===== src/rtl/abft_pkg.sv =====
// Shared defaults and state encoding for the ABFT checksum encoder.
package abft_pkg;
  localparam int N_DEF  = 4;
  localparam int DW_DEF = 8;
  localparam int CW_DEF = DW_DEF + 2 * $clog2(N_DEF);

  typedef enum logic {
    LOAD = 1'b0,
    EMIT = 1'b1
  } abft_state_e;
endpackage


===== src/rtl/abft_encoder_if.sv =====
// Element stream in, encoded word stream out; master = producer/consumer side, slave = encoder side.
interface abft_encoder_if #(
  parameter int DW = 8,
  parameter int CW = 12
);
  logic          in_valid;
  logic          in_ready;
  logic [DW-1:0] in_data;
  logic          out_valid;
  logic          out_ready;
  logic [CW-1:0] out_data;
  logic          out_chk;
  logic          out_last;

  modport master (
    output in_valid, in_data, out_ready,
    input  in_ready, out_valid, out_data, out_chk, out_last
  );

  modport slave (
    input  in_valid, in_data, out_ready,
    output in_ready, out_valid, out_data, out_chk, out_last
  );
endinterface


===== src/rtl/abft_chk_acc.sv =====
// Clearable, enabled running-sum accumulator; one cycle from enable to updated sum.
module abft_chk_acc #(
  parameter int W  = 10,
  parameter int AW = 8
) (
  input  logic          clk,
  input  logic          rst,
  input  logic          clr,
  input  logic          en,
  input  logic [AW-1:0] add,
  output logic [W-1:0]  sum
);
  always_ff @(posedge clk) begin
    if (rst || clr) begin
      sum <= '0;
    end else if (en) begin
      sum <= sum + W'(add);
    end
  end
endmodule


===== src/rtl/abft_encoder.sv =====
// ABFT encoder: buffers an N x N block, then streams it row-major with row/column/grand checksums; 1-cycle LOAD->EMIT latency, outputs held while out_ready=0.
// Optional ABFT_ENC_FAULT_INJ_EN adds inj_en/inj_idx to flip bit 0 of one emitted word.
module abft_encoder
  import abft_pkg::*;
#(
  parameter int N  = N_DEF,
  parameter int DW = DW_DEF,
  localparam int CW = DW + 2 * $clog2(N)
`ifdef ABFT_ENC_FAULT_INJ_EN
  , localparam int IJW = $clog2((N + 1) * (N + 1))
`endif
) (
  input logic         clk,
  input logic         rst,
  abft_encoder_if.slave bus
`ifdef ABFT_ENC_FAULT_INJ_EN
  , input logic           inj_en
  , input logic [IJW-1:0] inj_idx
`endif
);
  localparam int IW = $clog2(N);
  localparam int OW = $clog2(N + 1);
  localparam int RW = DW + IW;
  localparam logic [0:0]    ST_LOAD  = LOAD;
  localparam logic [0:0]    ST_EMIT  = EMIT;
  localparam logic [IW-1:0] LAST_IDX = IW'(N - 1);
  localparam logic [OW-1:0] OUT_END  = OW'(N);

  logic [0:0]    state;
  logic [IW-1:0] in_row, in_col;
  logic [OW-1:0] out_row, out_col;
  logic [IW-1:0] r_idx, c_idx;
  logic [DW-1:0] mem [N][N];
  logic [RW-1:0] row_sum [N];
  logic [RW-1:0] col_sum [N];
  logic [CW-1:0] total;
  logic          in_fire, out_fire, last_in, last_out;
  logic [CW-1:0] word;
  logic          word_chk, word_last;

  assign bus.in_ready  = (state == ST_LOAD);
  assign bus.out_valid = (state == ST_EMIT);
  assign in_fire  = bus.in_valid && (state == ST_LOAD);
  assign out_fire = bus.out_ready && (state == ST_EMIT);
  assign last_in  = in_fire && (in_row == LAST_IDX) && (in_col == LAST_IDX);
  assign last_out = out_fire && word_last;

  always_ff @(posedge clk) begin
    if (rst) begin
      state   <= ST_LOAD;
      in_row  <= '0;
      in_col  <= '0;
      out_row <= '0;
      out_col <= '0;
    end else begin
      if (in_fire) begin
        if (in_col == LAST_IDX) begin
          in_col <= '0;
          in_row <= (in_row == LAST_IDX) ? '0 : in_row + 1'b1;
        end else begin
          in_col <= in_col + 1'b1;
        end
        if (last_in) state <= ST_EMIT;
      end
      if (out_fire) begin
        if (out_col == OUT_END) begin
          out_col <= '0;
          out_row <= (out_row == OUT_END) ? '0 : out_row + 1'b1;
        end else begin
          out_col <= out_col + 1'b1;
        end
        if (last_out) state <= ST_LOAD;
      end
    end
  end

  // Data buffer needs no reset: every slot is rewritten before it is read.
  always_ff @(posedge clk) begin
    if (in_fire) mem[in_row][in_col] <= bus.in_data;
  end

  for (genvar g = 0; g < N; g++) begin : g_acc
    abft_chk_acc #(.W(RW), .AW(DW)) u_row (
      .clk (clk),
      .rst (rst),
      .clr (last_out),
      .en  (in_fire && (in_row == IW'(g))),
      .add (bus.in_data),
      .sum (row_sum[g])
    );
    abft_chk_acc #(.W(RW), .AW(DW)) u_col (
      .clk (clk),
      .rst (rst),
      .clr (last_out),
      .en  (in_fire && (in_col == IW'(g))),
      .add (bus.in_data),
      .sum (col_sum[g])
    );
  end

  abft_chk_acc #(.W(CW), .AW(DW)) u_tot (
    .clk (clk),
    .rst (rst),
    .clr (last_out),
    .en  (in_fire),
    .add (bus.in_data),
    .sum (total)
  );

  // Index N on either axis selects a checksum, so the truncated index is only used below N.
  assign r_idx = out_row[IW-1:0];
  assign c_idx = out_col[IW-1:0];

  always_comb begin
    word      = '0;
    word_chk  = 1'b0;
    word_last = 1'b0;
    if (state == ST_EMIT) begin
      word_chk  = (out_row == OUT_END) || (out_col == OUT_END);
      word_last = (out_row == OUT_END) && (out_col == OUT_END);
      if (word_last)               word = total;
      else if (out_row == OUT_END) word = CW'(col_sum[c_idx]);
      else if (out_col == OUT_END) word = CW'(row_sum[r_idx]);
      else                         word = CW'(mem[r_idx][c_idx]);
    end
  end

`ifdef ABFT_ENC_FAULT_INJ_EN
  logic           inj_q;
  logic [IJW-1:0] inj_idx_q;
  logic [IJW-1:0] out_idx;

  always_ff @(posedge clk) begin
    if (rst) begin
      inj_q     <= 1'b0;
      inj_idx_q <= '0;
      out_idx   <= '0;
    end else begin
      if (last_in) begin
        inj_q     <= inj_en;
        inj_idx_q <= inj_idx;
      end
      if (out_fire) out_idx <= last_out ? '0 : out_idx + 1'b1;
    end
  end

  // Corruption is applied only on the way out; the stored checksums stay clean.
  assign bus.out_data = word ^ CW'(inj_q && (state == ST_EMIT) && (out_idx == inj_idx_q));
`else
  assign bus.out_data = word;
`endif
  assign bus.out_chk  = word_chk;
  assign bus.out_last = word_last;
endmodule


===== src/flat_wrapper.sv =====
// flat-port wrapper written by rule: the top's interface ports become plain ports
module abft_encoder_flat import abft_pkg::*;
#(
  parameter int N  = N_DEF,
  parameter int DW = DW_DEF,
  localparam int CW = DW + 2 * $clog2(N)

)
  (clk, rst, bus_in_valid, bus_in_data, bus_out_ready, bus_in_ready, bus_out_valid, bus_out_data, bus_out_chk, bus_out_last);
  abft_encoder_if #(.DW(DW), .CW(12)) bus_i ();
  input logic clk;
  input logic rst;
  input wire logic [$bits(bus_i.in_valid)-1:0] bus_in_valid;
  input wire logic [$bits(bus_i.in_data)-1:0] bus_in_data;
  input wire logic [$bits(bus_i.out_ready)-1:0] bus_out_ready;
  output wire logic [$bits(bus_i.in_ready)-1:0] bus_in_ready;
  output wire logic [$bits(bus_i.out_valid)-1:0] bus_out_valid;
  output wire logic [$bits(bus_i.out_data)-1:0] bus_out_data;
  output wire logic [$bits(bus_i.out_chk)-1:0] bus_out_chk;
  output wire logic [$bits(bus_i.out_last)-1:0] bus_out_last;
  assign bus_i.in_valid = bus_in_valid;
  assign bus_i.in_data = bus_in_data;
  assign bus_i.out_ready = bus_out_ready;
  assign bus_in_ready = bus_i.in_ready;
  assign bus_out_valid = bus_i.out_valid;
  assign bus_out_data = bus_i.out_data;
  assign bus_out_chk = bus_i.out_chk;
  assign bus_out_last = bus_i.out_last;
  abft_encoder #(.N(N), .DW(DW)) u_core (.clk(clk), .rst(rst), .bus(bus_i));
endmodule

===== config.mk =====
export PLATFORM = sky130hd
export DESIGN_NAME = abft_encoder_flat
export DESIGN_NICKNAME = d
export VERILOG_FILES = /design/src/rtl/abft_pkg.sv /design/src/rtl/abft_encoder_if.sv /design/src/rtl/abft_chk_acc.sv /design/src/rtl/abft_encoder.sv /design/src/flat_wrapper.sv
export SDC_FILE = /design/constraint.sdc
export NUM_CORES = 1
export LEC_CHECK = 0
export ABC_AREA = 1
export BUFFER_PORTS_ARGS = -buffer_cell sky130_fd_sc_hd__buf_2
export CAP_MARGIN = 40
export CORE_MARGIN = 3
export CORE_UTILIZATION = 69
export CTS_BUF_LIST = sky130_fd_sc_hd__clkbuf_8 sky130_fd_sc_hd__clkbuf_16
export DETAILED_ROUTE_END_ITERATION = 6
export PLACE_DENSITY = 0.93
export SYNTH_ARGS = -nofsm -noshare
export SYNTH_HDL_FRONTEND = slang
export SYNTH_SLANG_ARGS = --single-unit

===== constraint.sdc =====
create_clock -name clk -period 5.3 [get_ports clk]
set_clock_uncertainty 0.1 [all_clocks]
set_input_delay 0.265 -clock clk [delete_from_list [all_inputs] [get_ports clk]]
set_output_delay 0.265 -clock clk [all_outputs]
set_load 0.01 [all_outputs]

==> impl_metrics.toml <==
[status]
status = "finished, final reports clean"

[clock_tree]
clock_sinks = 233
h-tree-depth = 1
cts_hold_buf = 1
path_clk_slew_ns = 0.07
numCtsBuffers = 24
post_cts_resized = 0
cts_tree = "built"
clk-insertion-delay-late_ns = 0.52
cts_setup_buffers = 0
cts_root_buf = "clkbuf_16"
cts_max_path_buffers = 3

[routing]
drt_wl_total_um = 36000
wl_per_cell_um = 18.7
vias = 11525
drtIter0Drc = 1140
dr.pass1.iters = 5
drc = 0
routed_via_density = 5.98
ant_nets = 0

[global_routing]
grt_pass1_vias = 11190
antenna_found_initial = 0
grt_usage = 0.332
grt_first_pass_wirelength_um = 56800
gr-total-overflow = 0
grt_max_degree = 74

[setup_path]
worst-setup-path-type = "flip-flop to output pin"
worstSetupStartpointType = "flip-flop"
worstSetupEndpointType = "output pin"
required_ns = 4.93
r2r_start = "u_core.out_row[0]"
cp-startpoint = "u_core.out_row[0]"
worstPathArrival_ns = 4.10
cp_max_fo = 26

[finish]
layout.nets = 1755
fillers = 1327
instances_no_fill = 1928
multi_input_area_um2 = 6300
antenna_cells = 0
regArea_um2 = 5950
area_delta_synth_final_pct = 7.59
drive_gt1_frac = 0.0612
fin_util = 0.765

[timing]
slew_headroom = 0.391
setup_violations = 0
worst-slew-pin-transition_ns = 0.912
whs_ns = 0.232
final_max_slew_viol_count = 0
hold_viol = 0
period_share = 0.842
period_needed_ns = 4.46
final.setup.worst_slack_ns = 0.839
setup_tns_ns = 0
max_freq_mhz = 224
rsz0062_at_grt = "no"

[synth]
synth_cells = 1646
synth_edf_count = 128
synth_area_leader_cell = "edfxtp_1"
synth_top_area_share = 0.285
dominantRegCellSynth = "edfxtp_1"
yosysUniqueCellTypes = 44
synthArstFlopShare = 0
ys_seq_area_frac = 0.441
yosys_warnings = 0
synth.avg_cell_area_um2 = 8.19
syn_area_um2 = 13500
synth.area.top_cells = "edfxtp_1 (29%), dfxtp_1 (16%), nand2_1 (10%)"
syn_nets = 1751
yosys_register_bits = 233

[worst_hold_path]
min_path_type = "input pin to flip-flop"
min_from = "bus_in_data[6]"

[floorplanning]
dieHeight_um = 146
dieArea_um2 = 21200
io_pins = 28
row_count = 50
core_area_um2 = 19000
initial_core_util = 0.711
die_w_um = 146

[power]
power.density_nw_per_um2 = 290
p_leak_nw = 6.67
ir_drop_uv = 299

[place]
dp.final_hpwl_um = 23900
dp.cells = 1883
io_buffer_count = 27
globalplace.congestion = 1.02
post-place-ws_ns = 1.55

[run]
maxCapViolations = 0
layout by cell type, fill, tap and decap left out, types with 2 or more instances in the layout:
cell type / instances
nand2_1: 366
inv_1: 221
nand3_1: 144
a21oi_1: 144
edfxtp_1: 128
nor2_1: 117
dfxtp_1: 104
o21ai_0: 90
ha_1: 84
xor2_1: 33
o211ai_1: 32
buf_2: 27
clkbuf_16: 25
nand4_1: 13
inv_2: 12
o21a_1: 11
o21bai_1: 10
o21ai_1: 9
fa_1: 9
a21o_1: 8
nand3b_1: 8
xnor2_1: 8
buf_4: 8
nor2_8: 7
clkinv_1: 5
nor3_1: 4
or2_2: 4
o221ai_1: 3
a211oi_1: 3
or2_0: 3
bufinv_16: 3
o22ai_1: 2
or2_1: 2
clkinvlp_2: 2
cell type report:
| type | instances | area share |
|---|---|---|
| inverters | 229 | 0.0598 |
| multi-input cells | 1123 | 0.434 |
| clock buffers | 26 | 0.0441 |
| flip-flops and latches | 233 | 0.410 |
| well taps | 260 | 0.0224 |
| clock inverters | 18 | 0.0110 |
| repair buffers | 39 | 0.0185 |
Yosys cell counts (14+ instances only):
library cell / count
nor2_1: 117
a21oi_1: 144
o21ai_0: 90
edfxtp_1: 128
nand2_1: 366
clkbuf_1: 14
ha_1: 84
dfxtp_1: 105
nand3_1: 144
inv_1: 215
o211ai_1: 32
xor2_1: 33
buf_2: 33
metrics by stage:
stage / power (mW) / instance area [µm²]
2_1_floorplan: 2.36 / 13500
3_3_place_gp: 2.46 / 13600
3_5_place_dp: 2.49 / 13700
4_1_cts: 4.19 / 14500
5_1_grt: 4.33 / 14500
6_report: 4.20 / 14500
registers in the layout, summed over array words and instances (netlist names), named ones only:
name                    cells
u_core.mem                128
u_core.g_acc.u_col.sum     40
u_core.g_acc.u_row.sum     40
u_core.u_tot.sum           12
u_core.out_col              3
u_core.out_row              3
u_core.in_col               2
u_core.in_row               2
u_core.bus.out_valid        1
power by group:
part | internal (mW) | total [mW] | leakage, nW | switching, mW
Clock | 1.01 | 1.74 | 0.405 | 0.723
Combinational | 0.161 | 0.474 | 4.25 | 0.312
Sequential | 1.95 | 1.99 | 2.01 | 0.0417
routing by layer:
layer / share of wire / global-route usage / up-vias
li1: - / - / 5476
met1: 0.38 / 0.414 / 5338
met2: 0.48 / 0.568 / 581
met3: 0.080 / 0.0476 / 130
met4: 0.054 / 0.165 / 0
met5: 0 / 0 / -
cells by family after synthesis:
logic type / Yosys count / synth area share
AOI/OAI and AO/OA: 316 / 0.131
xor gates and xnor gates: 41 / 0.0266
adders and majority gates: 93 / 0.0913
buffers and inverters: 290 / 0.0917
DFF: 233 / 0.441
and+or+nand+nor: 673 / 0.218
critical path, cell delays in order, from the launching register on:
cell and delay, ns:
dfxtp_1 0.76, clkinv_1 0.61, ha_1 0.39, nand2_1 0.41, inv_1 0.34, nor2_1 0.48
o221ai_1 0.21, o211ai_1 0.13, a21oi_1 0.09, buf_2 0.16
path summary, 6_finish.rpt:
| check | cells past startpoint | slack, ns | to |
|---|---|---|---|
| worst max-delay path | 9 | 0.84 | bus_out_data[0] |
| worst min-delay path | 2 | 0.23 | u_core.mem[0][6] |
| worst max register to register | 10 | 1.60 | flip-flop |
| worst min register to register | 2 | 0.38 | u_core.g_acc[2].u_col.sum[8] |
No activity file was read; power rests on OpenSTA's default activity.
